--- src/rtl/lsu_pkg.sv ---
// Shared definitions for the load/store unit: RV32 width codes and FSM state encodings.
// Kept in one package so the decode stage can reuse the same encodings.
package lsu_pkg;

    localparam logic [2:0] F3_B  = 3'd0;
    localparam logic [2:0] F3_H  = 3'd1;
    localparam logic [2:0] F3_W  = 3'd2;
    localparam logic [2:0] F3_BU = 3'd4;
    localparam logic [2:0] F3_HU = 3'd5;

    typedef enum logic [1:0] {
        IDLE  = 2'd0,
        READ  = 2'd1,
        WRITE = 2'd2,
        RESP  = 2'd3
    } lsu_state_t;

endpackage

--- src/rtl/lsu_lane.sv ---
// Byte/halfword lane handling: extracts and extends load data, and merges store data
// into an existing word for read-modify-write. Purely combinational.
module lsu_lane
    import lsu_pkg::*;
(
    input  logic [2:0]  funct3,
    input  logic [1:0]  lane,
    input  logic [31:0] word,
    input  logic [31:0] wdata,
    output logic [31:0] load_data,
    output logic [31:0] merged
);

    logic [7:0]  byte_v;
    logic [15:0] half_v;

    always_comb begin
        byte_v    = word[{lane, 3'b000} +: 8];
        half_v    = lane[1] ? word[31:16] : word[15:0];
        load_data = '0;
        merged    = word;
        case (funct3)
            F3_B:    load_data = {{24{byte_v[7]}}, byte_v};
            F3_H:    load_data = {{16{half_v[15]}}, half_v};
            F3_W:    load_data = word;
            F3_BU:   load_data = {24'd0, byte_v};
            F3_HU:   load_data = {16'd0, half_v};
            default: load_data = '0;
        endcase
        case (funct3)
            F3_B, F3_BU: merged[{lane, 3'b000} +: 8] = wdata[7:0];
            F3_H, F3_HU: begin
                if (lane[1]) merged[31:16] = wdata[15:0];
                else         merged[15:0]  = wdata[15:0];
            end
            default:     merged = wdata;
        endcase
    end

endmodule

--- src/rtl/lsu.sv ---
// Load/store unit in front of a single-port RAM with combinational reads.
// One request in flight; sub-word stores are done as read-modify-write.
module lsu
    import lsu_pkg::*;
#(
    parameter int SZ = 4096
) (
    input  logic        clk,
    input  logic        rst,
    input  logic        req_valid,
    output logic        req_ready,
    input  logic        req_we,
    input  logic [2:0]  req_funct3,
    input  logic [31:0] req_addr,
    input  logic [31:0] req_wdata,
    output logic        resp_valid,
    output logic [31:0] resp_rdata,
    output logic        resp_err,
    output logic        mem_w_en,
    output logic [31:0] mem_addr,
    output logic [31:0] mem_data_in,
    input  logic [31:0] mem_data_out,
    output lsu_state_t  dbg_state
);

    // Handshake: a request is accepted on a rising edge where req_valid && req_ready;
    // the response is a single-cycle resp_valid pulse with no backpressure.

    localparam logic [31:0] LAST_WORD = 32'(SZ - 4);

    lsu_state_t  state;
    logic        we_q;
    logic [2:0]  f3_q;
    logic [31:0] addr_q;
    logic [31:0] wdata_q;
    logic [31:0] old_q;
    logic [31:0] rdata_q;
    logic        err_q;

    logic        req_err;
    logic [31:0] lane_word;
    logic [31:0] lane_load;
    logic [31:0] lane_merged;
    logic        mem_access;

    always_comb begin
        req_err = 1'b0;
        case (req_funct3)
            F3_B:    req_err = 1'b0;
            F3_H:    req_err = req_addr[0];
            F3_W:    req_err = |req_addr[1:0];
            F3_BU:   req_err = req_we;
            F3_HU:   req_err = req_we | req_addr[0];
            default: req_err = 1'b1;
        endcase
        if ({req_addr[31:2], 2'b00} > LAST_WORD) req_err = 1'b1;
    end

    // In READ the live RAM word feeds the lanes; in WRITE the captured old word does.
    assign lane_word = (state == READ) ? mem_data_out : old_q;

    lsu_lane u_lane (
        .funct3    (f3_q),
        .lane      (addr_q[1:0]),
        .word      (lane_word),
        .wdata     (wdata_q),
        .load_data (lane_load),
        .merged    (lane_merged)
    );

    always_ff @(posedge clk) begin
        if (rst) begin
            state   <= IDLE;
            we_q    <= 1'b0;
            f3_q    <= '0;
            addr_q  <= '0;
            wdata_q <= '0;
            old_q   <= '0;
            rdata_q <= '0;
            err_q   <= 1'b0;
        end else begin
            case (state)
                IDLE: begin
                    if (req_valid) begin
                        we_q    <= req_we;
                        f3_q    <= req_funct3;
                        addr_q  <= req_addr;
                        wdata_q <= req_wdata;
                        rdata_q <= '0;
                        err_q   <= req_err;
                        if (req_err)                          state <= RESP;
                        else if (req_we && req_funct3 == F3_W) state <= WRITE;
                        else                                   state <= READ;
                    end
                end
                READ: begin
                    if (we_q) begin
                        old_q <= mem_data_out;
                        state <= WRITE;
                    end else begin
                        rdata_q <= lane_load;
                        state   <= RESP;
                    end
                end
                WRITE: state <= RESP;
                RESP: begin
                    rdata_q <= '0;
                    err_q   <= 1'b0;
                    old_q   <= '0;
                    state   <= IDLE;
                end
                default: state <= IDLE;
            endcase
        end
    end

    // Every output is forced quiet while rst is high, so an aborted RMW never writes.
    assign mem_access  = !rst && (state == READ || state == WRITE);
    assign req_ready   = !rst && (state == IDLE);
    assign resp_valid  = !rst && (state == RESP);
    assign resp_rdata  = resp_valid ? rdata_q : '0;
    assign resp_err    = resp_valid & err_q;
    assign mem_w_en    = !rst && (state == WRITE);
    assign mem_addr    = mem_access ? {addr_q[31:2], 2'b00} : '0;
    assign mem_data_in = mem_w_en ? ((f3_q == F3_W) ? wdata_q : lane_merged) : '0;
    assign dbg_state   = rst ? IDLE : state;

endmodule

--- config.mk ---
export PLATFORM = sky130hd
export DESIGN_NAME = lsu
export DESIGN_NICKNAME = d
export VERILOG_FILES = /design/src/rtl/lsu_pkg.sv /design/src/rtl/lsu_lane.sv /design/src/rtl/lsu.sv
export SDC_FILE = /design/constraint.sdc
export NUM_CORES = 1
export LEC_CHECK = 0
export CAP_MARGIN = 40
export CORE_UTILIZATION = 30
export DETAILED_ROUTE_END_ITERATION = 6
export GPL_TIMING_DRIVEN = 0
export MAX_ROUTING_LAYER = met4
export SYNTH_ARGS = -nofsm -noshare
export SYNTH_HDL_FRONTEND = slang
export SYNTH_SLANG_ARGS = --single-unit
--- constraint.sdc ---
create_clock -name clk -period 2.5 [get_ports clk]
set_input_delay 0.5 -clock clk [delete_from_list [all_inputs] [get_ports clk]]
set_output_delay 0.5 -clock clk [all_outputs]
set_load 0.005 [all_outputs]
Word level (Yosys, flattened, before mapping)
Index checks and enable logic that the tools add are counted.
Storage, ports and cells
  register bits: 135
  output and inout port bits: 102
Cells by class
  add/subtract/negate cells: 1
  $lt $le $gt $ge: 1
  equal/unequal tests: 14
  shift operators: 3
  mux-type cells: 26
  bitwise logic cells: 2
  reductions and logical operators: 20
Operators with widths (number)
  $mux 32: 8
  $pmux 32 s5: 1
  $pmux 32 s2: 2
  $pmux 32 s3: 1
  $mux 16: 3
  $bwmux 32: 1
  $gt 32x12->1 const B: 1
  $shift 8x7->32 const A: 1
  $shiftx 32x6->8: 1
  $shiftx 8x7->32: 1
  $eq 3x3->1 const B: 4
  $mux 2: 4
  $pmux 2 s4: 1
  $neg 5->7: 1
  $eq 3x1->1 const B: 2
  $eq 3x2->1 const B: 2
  $logic_not 3->1: 2
  $ne 2x2->1 const B: 3
  $reduce_and 2->1: 3
  $reduce_or 2->1: 3
  $logic_and 1x1->1: 5
  $pmux 1 s5: 1
  $eq 2x2->1 const B: 2
  $reduce_bool 2->1: 2
  10 further kinds: 12

Depth between registers and ports, before layout
Gate-level depths: netlist of run 1.
  depth in word-level cells: 6
  mapped depth: 9
  gate-level depth less buffers: 6

Cells and area by module
From an unflattened synthesis of run 1, not the netlist that was laid out.
Second synthesis, totals
  cells, all modules: 1017
  area, all modules: 7837.5 µm²
By module, submodules not included
  lsu: times used 1, cells each 780, area an instance 6199.7 µm², seq. area each 2702.6 µm²
  lsu_lane: times used 1, cells each 237, area an instance 1637.8 µm², seq. area each 0.0 µm²

Least setup slack after synthesis of run 1
Ideal clock, no wire load.
  path kind: register to output
  start: register addr_q[1]
  end: output mem_data_in[30]
  arrival time: 2003 ps
  data required time: 2000 ps
  path slack: -3 ps
  cell stages (with the launch flop): 9
  path buffers: 2
  cells stage by stage: dfxtp_1 > buf_6 > inv_2 > ha_1 > nor4bb_1 > clkbuf_1 > a221oi_1 > a211o_1 > a21oi_1
Between the ends
  word-level cells in the longest chain between the ends: 6
Ends and longest elaborated chain
  from (decl): RTL line lsu.sv:34  | logic [31:0] addr_q;
  from (signal assigned): RTL line lsu.sv:87  | addr_q <= req_addr;
  $neg 5->7: RTL line lsu_lane.sv:31  | F3_B, F3_BU: merged[{lane, 3'b000} +: 8] = wdata[7:0];
  $shiftx 8x7->32 or $shift 8x7->32 (tied branches): RTL line lsu_lane.sv:31
  $bwmux 32: RTL line lsu_lane.sv:31
  $pmux 32 s2 *: RTL line lsu_lane.sv:30  | case (funct3)
  $mux 32 * (2 in a row): RTL line lsu.sv:125  | assign mem_data_in = mem_w_en ? ((f3_q == F3_W) ? wdata_q : lane_merged) : '0;
  to (decl): RTL line lsu.sv:21  | output logic [31:0] mem_data_in,
Every way passes the cells marked *; elsewhere a longest branch is shown, timed or not.

Worst setup path in the final report of run 1
  start: register addr_q[0]
  end: output mem_data_in[29]
Between the ends
  word-level cells in the longest chain between the ends: 6
Ends and longest elaborated chain (RTL line)
  $neg 5->7 *: lsu_lane.sv:31
  $shiftx 8x7->32 or $shift 8x7->32 (tied branches): lsu_lane.sv:31
  $bwmux 32 *: lsu_lane.sv:31
  $pmux 32 s2 *: lsu_lane.sv:30
  $mux 32 * (2 in a row): lsu.sv:125
Marks and branches as above.

==> impl_metrics.tcl, run 1 <==
set metrics [dict create \
    status "complete, but fails checks" \
    violations "negative setup slack" \
    grt_pass1_vias 7822 \
    grt_overflow 0 \
    synthMostInstantiatedCell "nand2_1" \
    syn_to_final_growth_pct 61.2 \
    numCtsBuffers 17 \
    place.port_buffers 201 \
    synth-main-ff-cell "dfxtp_1" \
    yosysUniqueCellTypes 59 \
    yosysSeqAreaShare 0.367 \
    die_h_um 159 \
    firstDrtPassIters 5 \
    synth_commonest_cells "nand2_1 (166), a21oi_1 (144), dfxtp_1 (135)" \
    hold_viol_final 0 \
    antenna_left 0 \
    yosysTopAreaCell "dfxtp_1" \
    min_period_ns 3.04 \
    yosys.area.top_type_share 0.367 \
    dpl.cell_count 1448 \
    avgSynthCellArea_um2 7.94 \
    slowest_delay_ns 0.34 \
    pin_count 205 \
    initial_utilization 0.310 \
    grtUsageTotal 0.248 \
    cp_cell_sequence "buf_6 > clkinvlp_4 > ha_4 > nor4bb_2 > buf_4 > buf_6 > buf_6 > a221oi_2 > a211o_1 > a21oi_2 > buf_2" \
    p_leak_nw 4.88 \
    cts_tree "built" \
    rows 56 \
    synth_area_um2 7360 \
    use_met2 0.398 \
    core_area_um2 23800 \
    worst_path_most_repeated_cell "buf_6" \
    slowest_stage "dfxtp_2" \
    via_per_inst 5.33 \
    fillers 2213 \
    peakVddDrop_mv 0.458 \
    async_flop_share 0 \
    path_max_fanout 4 \
    synth_area_leaders "dfxtp_1 (37%), a21oi_1 (9.8%), nand2_1 (8.5%), a22oi_1 (4.3%), mux2i_1 (4.2%)" \
    min_path_type "reg2reg" \
    finalSetupViolations 62 \
    clockBufferDepth 2 \
    max_cap_viol_count 0 \
    ys_ff_latch 135 \
    maxSlewHeadroom 0.525 \
    critPathKind "reg2out" \
    hp-start "addr_q[14]" \
    power_density_nw_per_um2 659 \
    worst-path-buf-inv 6 \
    fin_cells 1547 \
    wire_per_inst_um 19.8 \
    multi_input_comb_area_um2 5030 \
    diodes 0 \
    dpl.hpwl_mm 22.4 \
    fin_ws_ns -0.542 \
    rsz0062_at_grt "true" \
    gp_congestion 0.982 \
    design.final.nets 1327 \
    root_buffer "clkbuf_16" \
    routed_wl_mm 30.6 \
    die_w_um 159 \
    use_met3 0.0648 \
    fmax_ghz 0.329 \
    fin_util 0.500 \
    required_ns 2.00 \
    clock_latency_ns 0.44 \
    grt-busiest-layer "met2" \
    drive_gt1_frac 0.264 \
    dieArea_um2 25200 \
    grt_pass1_wl_mm 44.7 \
    critPathLaunchType "register" \
    finClkSkew_ns 0.0120 \
    hold_ws_ns 0.449 \
    holdBufCountCts 0 \
    clock-sinks 135 \
    postSynthCellCount 927 \
    grt_max_degree 20 \
    path_clk_slew_ns 0.06 \
    seqCellArea_um2 2710 \
    timing.final.crit_share 1.22 \
    finalMaxSlewViolations 0 \
    drt_iter0_markers 669 \
    timing.rr.start "state[1]" \
    cts_htree_levels 4 \
    met1_usage 0.293 \
    drc_errors 0 \
    synth_edf_count 0 \
    critPathTopFamily "buffers and inverters" \
    worst_pin_slew_ns 0.712 \
    antenna_found_initial 0 \
    routed-via-count 8238 \
    yosys_warnings 0 \
    worstPathArrival_ns 2.54 \
    end_kind "output pin" \
    startpoint "addr_q[0]" \
    power_mw 7.82 \
]
==> tightest hold or removal path, delay by kind of cell, from the launching register on <==
kind	cells	cell delay [ns]
flip-flops	1	0.30
AND/OR/NAND/NOR	1	0.05
AO/OA/AOI/OAI	1	0.05
==> registers in the layout, summed over array words and instances, names as in the netlist <==
| register | cells |
|---|---|
| addr_q | 32 |
| old_q | 32 |
| state | 2 |
| wdata_q | 32 |
| f3_q | 3 |
| rdata_q | 32 |
| err_q | 1 |
| we_q | 1 |
==> stage by stage <==
step | instance area, µm² | worst slack, ns | TNS [ns]
after floorplan | 7370 | 0.0667 | 0
after global placement | 9780 | -1.13 | -30.51
after detailed placement | 9780 | -1.12 | -30.23
after CTS | 11300 | -0.507 | -21.39
after global routing | 11900 | -0.612 | -24.03
final | 11900 | -0.542 | -19.33
==> metal layers <==
| metal | part of all wire | wire length [µm] |
|---|---|---|
| met5 | 0 | 0 |
| met4 | 0.038 | 1150 |
| met3 | 0.089 | 2720 |
| met2 | 0.46 | 14200 |
| met1 | 0.41 | 12500 |
==> cell usage in the layout (no fill, tap or decap), types with 34 or more instances in the layout <==
| master | synthesis | routed |
|---|---|---|
| nand2_1 | 166 | 165 |
| clkdlybuf4s50_1 | 0 | 135 |
| dfxtp_1 | 135 | 130 |
| a21oi_1 | 144 | 112 |
| buf_4 | 7 | 60 |
| nor2_1 | 58 | 53 |
| a22oi_1 | 42 | 41 |
| buf_2 | 18 | 35 |
| clkbuf_1 | 53 | 34 |
==> kinds of logic after synthesis <==
group / share of synthesized area
buffers and inverters: 0.0588
AND/OR/NAND/NOR: 0.202
other: 0.000509
flip-flops: 0.367
adder cells (fa/ha/maj): 0.0153
AO/OA/AOI/OAI: 0.271
multiplexers: 0.0850
==> cell type report <==
| type | count | area share |
|---|---|---|
| flip-flops and latches | 135 | 0.229 |
| clock inverters | 14 | 0.0107 |
| multi-input cells | 697 | 0.424 |
| plain buffers | 79 | 0.0433 |
| clock buffers | 18 | 0.0362 |
| repair buffers | 274 | 0.219 |
| inverters | 11 | 0.00506 |
| well taps | 319 | 0.0336 |
==> path summary, 6_finish.rpt <==
check,to,slack [ns],depth (start not counted)
setup / recovery,mem_data_in[29],-0.54,11
hold / removal,addr_q[14],0.45,2
setup reg to reg,old_q[30],0.24,9
hold reg to reg,addr_q[14],0.45,2
==> power breakdown <==
group | leakage, nW | internal [mW] | switching, mW
registers | 1.10 | 2.32 | 0.146
logic | 3.51 | 1.33 | 1.62
clock network | 0.270 | 1.37 | 1.03
==> timing repair <==
item,in CTS,in global routing
buffers inserted,38,31
pin swaps,48,25
resized for setup,292,147
endpoints found under the setup margin,100,98
cloned,2,3
Power figures use the tool's default switching activity.
==> run 2, diff against run 1 <==
--- a/config.mk
+++ b/config.mk
@@ -8,8 +8,10 @@
 export CAP_MARGIN = 40
 export CORE_UTILIZATION = 30
 export DETAILED_ROUTE_END_ITERATION = 6
+export GPL_ROUTABILITY_DRIVEN = 0
 export GPL_TIMING_DRIVEN = 0
 export MAX_ROUTING_LAYER = met4
+export REMOVE_ABC_BUFFERS = 1
 export SYNTH_ARGS = -nofsm -noshare
 export SYNTH_HDL_FRONTEND = slang
 export SYNTH_SLANG_ARGS = --single-unit
==> run 2 against run 1 <==
Utilization down 0.32 points. Final cell count down 4.0%. Fmax is 6.9% higher. Final area shrank 0.63%. Clock power increased by 8%. Routed wire length down 2.9%. Hold slack worse by 0.013 ns. Setup slack gained 0.20 ns. Sequential cell count unchanged. Sequential power about the same. Global-route usage down 1.2 points. Die area did not move. The flow still finishes with violations (negative setup slack).
==> impl_metrics.tcl, run 2 (synthesis results as in run 1) <==
set metrics [dict create \
    min_path_type "in2reg" \
    clock_latency_ns 0.42 \
    p_int_mw 5.36 \
    finClkSkew_ns 0.00802 \
    p_leak_nw 4.90 \
    antenna_left 0 \
    min_path_cells 2 \
    grt_overflow 0 \
    reg2reg_depth 9 \
    route.met3.wl_mm 2.71 \
    die_h_um 159 \
    clock-sinks 135 \
    timing.final.crit_share 1.14 \
    place.port_buffers 202 \
    design.final.nets 1266 \
    comb_power_share 0.376 \
    path_max_fanout 4 \
    finalSetupViolations 32 \
    top_layer_used "met4" \
    antenna_found_initial 0 \
    numCtsBuffers 17 \
    switchingPower_mw 2.75 \
    peakVddDrop_mv 0.432 \
    holdBufCountCts 0 \
    critPathKind "reg2out" \
    seqCellArea_um2 2720 \
    root_buffer "clkbuf_16" \
    hold_ws_ns 0.436 \
    worst_pin_slew_ns 0.898 \
    hold_viol_final 0 \
    swShare 0.339 \
    timing.rr.start "state[1]" \
    violations "negative setup slack" \
    fillers 2240 \
    diodes 0 \
    maxSlewHeadroom 0.400 \
    pin_count 205 \
    critPathLaunchType "register" \
    p_clk_frac 0.318 \
    routed_wl_mm 29.7 \
    dpl.hpwl_mm 19.0 \
    wire_per_inst_um 20.0 \
    firstDrtPassIters 5 \
    fmax_ghz 0.351 \
    drt-met1-wl_mm 12.2 \
    clockBufferDepth 2 \
    via_per_inst 5.45 \
    core_area_um2 23800 \
    grt_max_degree 67 \
    max_cap_viol_count 0 \
    grt_pass1_vias 7620 \
    fin_ws_ns -0.346 \
    worstPathArrival_ns 2.35 \
    required_ns 2.00 \
    p_seq_frac 0.306 \
    drive_gt1_frac 0.274 \
    end_kind "output pin" \
    status "complete, but fails checks" \
    die_w_um 159 \
    rows 56 \
    finalMaxSlewViolations 0 \
    drc_errors 0 \
    final_common_cell "nand2_1" \
    grt_pass1_wl_mm 43.2 \
    path_clk_slew_ns 0.06 \
    cts_tree "built" \
    initial_utilization 0.310 \
    syn_to_final_growth_pct 60.1 \
    power_density_nw_per_um2 688 \
    multi_input_comb_area_um2 5020 \
    fin_setup_tns_ns -6.77 \
    layout_common_cells "nand2_1 (164), dfxtp_1 (129), a21oi_1 (120)" \
    hp-start "rst" \
    min_period_ns 2.85 \
    wl_met2_mm 13.8 \
    rsz0062_at_grt "true" \
    routed-via-count 8090 \
    cts_htree_levels 4 \
    startpoint "addr_q[1]" \
    dieArea_um2 25200 \
    grtUsageTotal 0.236 \
    drt_iter0_markers 604 \
]
run 2: path summary, 6_finish.rpt:
kind,to,slack (ns)
setup reg to reg,rdata_q[29],0.12
hold reg to reg,rdata_q[8],0.45
hold / removal,addr_q[7],0.44
setup / recovery,mem_data_in[28],-0.35
run 2: stage by stage:
stage	util	instances	cell area [µm²]	power [mW]	worst slack, ns
2_1_floorplan	-	843	6970	3.60	-0.910
3_3_place_gp	0.396	1364	9400	4.43	-6.36
3_5_place_dp	0.408	1379	9690	4.58	-1.64
4_1_cts	0.480	1463	11400	7.83	-0.283
5_1_grt	0.496	1485	11800	8.45	-0.425
6_report	0.496	1485	11800	8.11	-0.346
run 2: final cells by class:
class / count / area share
multi-input combinational: 697 / 0.426
timing repair buffer: 292 / 0.252
sequential: 135 / 0.231
clock buffer: 22 / 0.0394
tap: 319 / 0.0339
clock inverter: 9 / 0.0106
inverter: 11 / 0.00690
run 2: power by group through the flow:
stage / logic, mW / clock network, mW / registers (mW)
final: 3.05 / 2.58 / 2.48
after global routing: 3.25 / 2.70 / 2.50
after CTS: 2.76 / 2.60 / 2.47
after detailed placement: 2.07 / 0 / 2.51
after global placement: 1.90 / 0 / 2.53
after floorplan: 1.14 / 0 / 2.47
run 2: critical path, stage by stage, from the launching register on:
cell	delay, ns
dfxtp_4	0.40
inv_8	0.05
ha_4	0.26
nor4bb_4	0.34
buf_4	0.19
buf_6	0.11
a221oi_2	0.05
a211o_1	0.26
a21oi_2	0.13
buf_2	0.13
run 2: metal layers:
metal	GRT usage	vias to the layer above
met5	-	-
met4	0.0916	0
li1	-	3797
met1	0.292	3834
met2	0.371	389
met3	0.0580	70
run 2: timing repair:
item,CTS,global route
setup endpoints to repair,120,73
endpoints found under the hold margin,0,0
gates cloned,3,4
gates resized for setup,340,130
pin swaps,63,30
setup buffers,50,22
